$ cat src/rtl/rv_alu_if.sv
// Operand/result bundle between the execute stage and the ALU.
interface rv_alu_if #(
    parameter int WIDTH = 32
);
    logic [3:0]       alu_control_i;
    logic [WIDTH-1:0] A;
    logic [WIDTH-1:0] B;
    logic [WIDTH-1:0] alu_result_o;
    logic             N;
    logic             Z;
    logic             C;
    logic             V;
    logic [3:0]       flags_q_o;

    modport master (
        output alu_control_i, A, B,
        input  alu_result_o, N, Z, C, V, flags_q_o
    );

    modport slave (
        input  alu_control_i, A, B,
        output alu_result_o, N, Z, C, V, flags_q_o
    );
endinterface

$ cat src/rtl/rv_alu.sv
// RV32I execute-stage ALU: zero-latency result and NZCV flags, no flow control.
// Only the debug flag snapshot is clocked (one cycle behind the flags).
module rv_alu #(
    parameter int WIDTH = 32
) (
    input  logic         clk_i,
    input  logic         reset_i,
    rv_alu_if.slave      bus
);
    localparam logic [3:0] OP_ADD  = 4'b0000;
    localparam logic [3:0] OP_SUB  = 4'b0001;
    localparam logic [3:0] OP_AND  = 4'b0010;
    localparam logic [3:0] OP_OR   = 4'b0011;
    localparam logic [3:0] OP_XOR  = 4'b0100;
    localparam logic [3:0] OP_SLT  = 4'b0101;
    localparam logic [3:0] OP_SLTU = 4'b0110;
    localparam logic [3:0] OP_SLL  = 4'b0111;
    localparam logic [3:0] OP_SRL  = 4'b1000;
    localparam logic [3:0] OP_SRA  = 4'b1001;

    logic [WIDTH:0]   sum_add;
    logic [WIDTH:0]   sum_sub;
    logic [4:0]       shamt;
    logic [WIDTH-1:0] result;
    logic             carry;
    logic             ovf;
    logic [3:0]       flags_q;

    assign shamt = bus.B[4:0];
    // SUB is built as A + ~B + 1 so the carry out doubles as "no borrow".
    assign sum_add = {1'b0, bus.A} + {1'b0, bus.B};
    assign sum_sub = {1'b0, bus.A} + {1'b0, ~bus.B} + {{WIDTH{1'b0}}, 1'b1};

    always_comb begin
        result = '0;
        carry  = 1'b0;
        ovf    = 1'b0;
        case (bus.alu_control_i)
            OP_ADD: begin
                result = sum_add[WIDTH-1:0];
                carry  = sum_add[WIDTH];
                ovf    = (bus.A[WIDTH-1] == bus.B[WIDTH-1]) &&
                         (sum_add[WIDTH-1] != bus.A[WIDTH-1]);
            end
            OP_SUB: begin
                result = sum_sub[WIDTH-1:0];
                carry  = sum_sub[WIDTH];
                ovf    = (bus.A[WIDTH-1] != bus.B[WIDTH-1]) &&
                         (sum_sub[WIDTH-1] != bus.A[WIDTH-1]);
            end
            OP_AND:  result = bus.A & bus.B;
            OP_OR:   result = bus.A | bus.B;
            OP_XOR:  result = bus.A ^ bus.B;
            OP_SLT:  result = {{(WIDTH-1){1'b0}}, ($signed(bus.A) < $signed(bus.B))};
            OP_SLTU: result = {{(WIDTH-1){1'b0}}, (bus.A < bus.B)};
            OP_SLL:  result = bus.A << shamt;
            OP_SRL:  result = bus.A >> shamt;
            OP_SRA:  result = $unsigned($signed(bus.A) >>> shamt);
            default: result = '0;
        endcase
    end

    assign bus.alu_result_o = result;
    assign bus.N            = result[WIDTH-1];
    assign bus.Z            = (result == '0);
    assign bus.C            = carry;
    assign bus.V            = ovf;

    always_ff @(posedge clk_i) begin
        if (reset_i) begin
            flags_q <= 4'b0000;
        end else begin
            flags_q <= {result[WIDTH-1], (result == '0), carry, ovf};
        end
    end

    assign bus.flags_q_o = flags_q;
endmodule

$ cat src/flat_wrapper.sv
// flat-port wrapper written by rule: the top's interface ports become plain ports
module rv_alu_flat 
#(
    parameter int WIDTH = 32
)
  (clk_i, reset_i, bus_alu_control_i, bus_A, bus_B, bus_alu_result_o, bus_N, bus_Z, bus_C, bus_V, bus_flags_q_o);
  rv_alu_if #(.WIDTH(WIDTH)) bus_i ();
  input  logic clk_i;
  input  logic reset_i;
  input wire logic [$bits(bus_i.alu_control_i)-1:0] bus_alu_control_i;
  input wire logic [$bits(bus_i.A)-1:0] bus_A;
  input wire logic [$bits(bus_i.B)-1:0] bus_B;
  output wire logic [$bits(bus_i.alu_result_o)-1:0] bus_alu_result_o;
  output wire logic [$bits(bus_i.N)-1:0] bus_N;
  output wire logic [$bits(bus_i.Z)-1:0] bus_Z;
  output wire logic [$bits(bus_i.C)-1:0] bus_C;
  output wire logic [$bits(bus_i.V)-1:0] bus_V;
  output wire logic [$bits(bus_i.flags_q_o)-1:0] bus_flags_q_o;
  assign bus_i.alu_control_i = bus_alu_control_i;
  assign bus_i.A = bus_A;
  assign bus_i.B = bus_B;
  assign bus_alu_result_o = bus_i.alu_result_o;
  assign bus_N = bus_i.N;
  assign bus_Z = bus_i.Z;
  assign bus_C = bus_i.C;
  assign bus_V = bus_i.V;
  assign bus_flags_q_o = bus_i.flags_q_o;
  rv_alu #(.WIDTH(WIDTH)) u_core (.clk_i(clk_i), .reset_i(reset_i), .bus(bus_i));
endmodule
$ cat config.mk
export PLATFORM = sky130hd
export DESIGN_NAME = rv_alu_flat
export DESIGN_NICKNAME = d
export VERILOG_FILES = /design/src/rtl/rv_alu_if.sv /design/src/rtl/rv_alu.sv /design/src/flat_wrapper.sv
export SDC_FILE = /design/constraint.sdc
export NUM_CORES = 1
export LEC_CHECK = 0
export ABC_AREA = 0
export CORE_UTILIZATION = 36
export CTS_BUF_LIST = sky130_fd_sc_hd__clkbuf_2 sky130_fd_sc_hd__clkbuf_4 sky130_fd_sc_hd__clkbuf_8
export CTS_CLUSTER_SIZE = 8
export DETAILED_ROUTE_END_ITERATION = 8
export GPL_ROUTABILITY_DRIVEN = 0
export PLACE_DENSITY = 0.58
export SYNTH_ARGS = -nofsm -noshare
export SYNTH_HDL_FRONTEND = slang
export SYNTH_SLANG_ARGS = --single-unit
$ cat constraint.sdc
create_clock -name clk_i -period 25.4 [get_ports clk_i]
set_input_delay 7.62 -clock clk_i [delete_from_list [all_inputs] [get_ports clk_i]]
set_output_delay 7.62 -clock clk_i [all_outputs]
set_load 0.02 [all_outputs]
==> results.yml, run 1 <==
status:
  status: "finished, violations left"
  failed_checks: "DRC"
sta:
  period_share_pct: 83.7
  rsz0062_at_grt: "no"
  maxSlewHeadroom_pct: 16.4
  setup-tns-final_ns: 0
  worst_pin_slew_ns: 1.24
  setup_violations: 0
  fin_ws_ns: 4.13
  final-hold-violation-count: 0
  hold_ws_ns: 8.07
  layout_min_cycle_time_ns: 21.27
  drv_slew: 0
  fmax_ghz: 0.0470
global_routing:
  grt_max_degree: 59
  grt_usage_pct: 32.7
  grt_pass1_vias: 11300
  antenna_found_initial: 0
  overflow: 0
  grt_pass1_wl_mm: 70.3
clock_tree:
  cts_buffers: 3
  clk_pin_slew_ns: 0.03
  htree_levels: 1
  hold_buffers: 0
  cts_tree: "built"
  cts_sinks: 4
  cts-root-buf: "clkbuf_8"
  post_cts_buffers: 0
  cts_resized: 0
  cts_buffer_depth: 2
synthesis:
  synthMuxAreaShare_pct: 16.6
  yosys.area_share.simple_pct: 22.3
  yosys_warnings: 0
  ys.flop_type: "dfxtp_1"
  yosysSeqAreaShare_pct: 0.829
  syn-cell-area_mm2: 0.00965
  yosysMostFrequentCell: "nor2_1"
  synth_nets: 1567
  synth_xor_area_share_pct: 1.54
  synth_area_leaders: "ha_1 (13%), mux4_2 (8.2%), a21oi_1 (5.9%)"
  synth_area_leader_cell: "ha_1"
  ys_ff_latch: 4
  synth_cell_type_count: 90
  synth-edff-count: 0
  synth_adder_area_share_pct: 13.4
  syn-instance-count: 1395
  synth-compound-area-share_pct: 36.2
  async_flop_share_pct: 0
  synth_top_family_by_area: "compound AO/OA/AOI/OAI gates"
  synthTopCellsByCount: "nor2_1 (125), a21oi_1 (113), nand2_1 (107)"
  avgSynthCellArea_um2: 6.92
  synth_top_cell_area_share_pct: 13.0
route:
  drc: 9
  initialDrtViolationCount: 2000
  ant_nets: 0
  via_per_inst: 7.00
  vias: 12300
  wl_mm: 46.7
  first_pass_iters: 9
  avgRoutedWirePerCell_um: 26.6
power:
  total_power_uw: 285
  powerDensity_mw_per_mm2: 26.1
  leakage_uw: 0.00427
  ir_worst_vdd_mv: 0.0152
floorplanning:
  rows: 59
  die_h_um: 166
  core_area_mm2: 0.0262
  top_level_ports: 110
  die_w_um: 166
  die_area_mm2: 0.0275
  start_util_pct: 36.8
setup_path:
  worstSetupPathType: "input port to primary output"
  crit_path_max_fanout: 45
  critPathCaptureType: "primary output"
  cp.required_ns: 17.78
  cp.arrival_ns: 13.65
  crit_path_start_kind: "input port"
  critPathLaunch: "bus_B[3]"
place:
  portBuffers: 109
  place_ws_ns: 4.30
  dp_hpwl_mm: 36.3
min_path:
  hold_class: "input port to register"
  worst_hold_startpoint: "reset_i"
cells_and_area:
  final_net_count: 1593
  area_delta_synth_final_pct: 12.7
  layout-drive-gt1-share_pct: 7.89
  largest_register_ff_count: 4
  n_fill_cell: 2718
  num_antenna_cells: 0
flow_run:
  cap_violations: 0
## kinds of logic after synthesis
group,count (synthesis)
xor+xnor,17
buf+inv,216
compound gates,513
fa+ha+maj,102
mux,108
flops,4
simple gates,435
## layer usage
layer	up-vias	GRT usage (%)	wire length, um
li1	5396	-	-
met1	5736	43.0	18300
met2	941	49.4	19400
met3	213	6.34	5460
met4	0	20.0	3480
met5	-	0	0
## per-stage QoR
stage	std cells	area (um^2)	util (%)
finish	1754	10900	41.5
global route	1754	10900	41.5
CTS	1754	10900	41.5
detailed placement	1751	10800	41.4
global placement	1751	10800	41.4
floorplan	1395	9650	-
## cells in the final DEF (no fill, tap or decap), types with 9 or more instances in the layout
cell	count
o31ai_1	18
nor4_1	12
buf_4	21
o21ai_0	79
mux2_2	27
a2111oi_0	9
a211oi_1	32
a31oi_1	23
nand3_1	27
nand2_1	107
a22oi_1	19
nand4_1	18
a21o_1	16
o221ai_1	12
mux4_2	35
o22ai_1	38
nor2_1	125
clkdlybuf4s50_1	106
nor2b_1	17
o211ai_1	39
o2111ai_1	9
xnor2_1	15
inv_1	104
a21oi_1	113
a221oi_1	14
mux2i_1	42
ha_1	100
and3_1	11
nand2b_1	12
nor3_1	41
## layout make-up
type / count / area [um^2] / area share, %
tap: 335 / 419 / 3.85
clock buffer: 3 / 41.3 / 0.379
inverter: 108 / 405 / 3.73
timing repair buffer: 129 / 1230 / 11.3
multi-input combinational: 1175 / 8710 / 80.0
sequential: 4 / 80.1 / 0.736
## critical path, stage by stage
cell and delay (ns):
clkdlybuf4s50_1 0.45, buf_4 0.41, inv_1 0.51, ha_1 0.66, nor2_1 0.09, a221oi_1 0.45, o211ai_1 0.32, a311oi_1 0.58
o21bai_1 0.28, a2111o_1 0.48, o311a_1 0.13, a211oi_1 0.30, or4bb_1 0.55, nor3_1 0.15, clkdlybuf4s50_1 0.63
## path summary, 6_finish.rpt
| kind | to | slack, ns | depth (start not counted) |
|---|---|---|---|
| worst max-delay path | bus_Z | 4.13 | 15 |
| worst min-delay path | u_core.bus.flags_q_o[1] | 8.07 | 2 |
## power breakdown
group	internal (uW)	switching [uW]	total (uW)
clock	10.1	3.12	13.2
combinational	96.3	168	265
sequential	6.61	0.0561	6.66
total	113	171	285
Note: power is estimated with default switching activity, not from simulation.
==> run 2: changes to the inputs <==
Clock period 25.4 ns to 19.6 ns, I/O delays scaled along.
==> run 2 against run 1 <==
Sequential power rose by 30%. Cell count up 0.11%. Hold slack got worse by 1.7 ns. Sequential share of layout area about the same. Critical path depth did not move. Power increased by 30%. Clock-buffer cell count stayed put. The run still ends with DRC left. Via count increased by 0.92%. Largest power group unchanged. Non-clock buffer count rose by 2. Clock power up 30%. Final area increased by 0.14%.
==> results.yml, run 2 (synthesis results as in run 1) <==
cells_and_area:
  utilization_pct: 41.6
  final_net_count: 1595
  final_common_cell: "nor2_1"
  largest_register_ff_count: 4
  num_antenna_cells: 0
  layout-drive-gt1-share_pct: 8.02
  layout_common_cells: "nor2_1 (125), a21oi_1 (113), nand2_1 (107), clkdlybuf4s50_1 (106), inv_1 (104)"
  area_delta_synth_final_pct: 12.9
  post-route-cell-area_mm2: 0.0109
floorplanning:
  die_area_mm2: 0.0275
  start_util_pct: 36.8
  rows: 59
  die_w_um: 166
  core_area_mm2: 0.0262
  top_level_ports: 110
  die_h_um: 166
route:
  via_per_inst: 7.06
  vias: 12400
  avgRoutedWirePerCell_um: 26.9
  first_pass_iters: 9
  ant_nets: 0
  drc: 9
  initialDrtViolationCount: 2035
  wl_mm: 47.2
sta:
  layout_min_cycle_time_ns: 17.59
  rsz0062_at_grt: "no"
  setup_violations: 0
  fin_ws_ns: 2.01
  setup-tns-final_ns: 0
  drv_slew: 0
  worst_pin_slew_ns: 1.44
  fmax_ghz: 0.0568
  maxSlewHeadroom_pct: 2.57
  period_share_pct: 89.8
  final-hold-violation-count: 0
flow_run:
  cap_violations: 0
place:
  portBuffers: 109
  place_area_mm2: 0.0109
  place_ws_ns: 2.25
  dp_hpwl_mm: 36.7
min_path:
  hold_class: "input port to register"
status:
  failed_checks: "DRC"
  status: "finished, violations left"
setup_path:
  critPathCaptureType: "primary output"
  worstSetupPathType: "input port to primary output"
  cp.required_ns: 13.72
  cp.arrival_ns: 11.71
  crit_path_max_fanout: 29
  crit_path_start_kind: "input port"
power:
  powerDensity_mw_per_mm2: 33.9
  leakage_uw: 0.00428
  ir_worst_vdd_mv: 0.0230
clock_tree:
  cts_buffer_depth: 2
  clk_pin_slew_ns: 0.03
  htree_levels: 1
  post_cts_buffers: 0
  cts_resized: 0
  cts-root-buf: "clkbuf_8"
  cts_buffers: 3
  hold_buffers: 0
  cts_tree: "built"
  cts_sinks: 4
global_routing:
  overflow: 0
  grt_pass1_wl_mm: 70.8
  antenna_found_initial: 0
  grt_max_degree: 64
  grt_pass1_vias: 11300
  grt_usage_pct: 33.0
-- run 2: metrics by stage --
stage | total power, uW | std cells | hold slack, ns
after global routing | 389 | 1756 | 6.36
after CTS | 357 | 1756 | 6.33
after global placement | 338 | 1753 | 6.56
after detailed placement | 337 | 1753 | 6.55
after floorplan | 218 | 1395 | 5.95
final | 370 | 1756 | 6.33
-- run 2: path summary, 6_finish.rpt --
path,from,to,slack [ns],cells past startpoint
max,bus_B[4],bus_Z,2.01,15
min,reset_i,u_core.bus.flags_q_o[1],6.33,2
-- run 2: worst max-delay path, stage by stage --
cell and delay (ns):
clkdlybuf4s50_1 0.45, buf_4 0.33, clkinv_1 0.61, ha_1 0.79
nor2_1 0.09, nand2_1 0.08, o211ai_1 0.22, a311oi_1 0.58
o21bai_1 0.29, a2111o_1 0.50, o311a_1 0.14, a211oi_1 0.37
or4bb_1 0.56, nor3_1 0.15, clkdlybuf4s50_1 0.63
-- run 2: final cells by class --
class / instances / area (um^2)
Fill cell: 2762 / 15300
Inverter: 108 / 405
Sequential cell: 4 / 80.1
Multi-Input combinational cell: 1175 / 8710
Timing Repair Buffer: 131 / 1240
Clock buffer: 3 / 41.3
Tap cell: 335 / 419
-- run 2: layer usage --
layer	track usage [%]	wire length, um	share of wire (%)	vias to the layer above
li1	-	-	-	5404
met1	43.9	18200	39	5741
met2	48.3	19300	41	1038
met3	6.15	5880	12	216
met4	22.7	3870	8.2	0
met5	0	0	0	-
-- run 2: power by group --
| part | internal [uW] | switching [uW] |
|---|---|---|
| Combinational | 125 | 219 |
| Clock | 13.1 | 4.03 |
| Sequential | 8.56 | 0.0706 |
| Total | 147 | 223 |
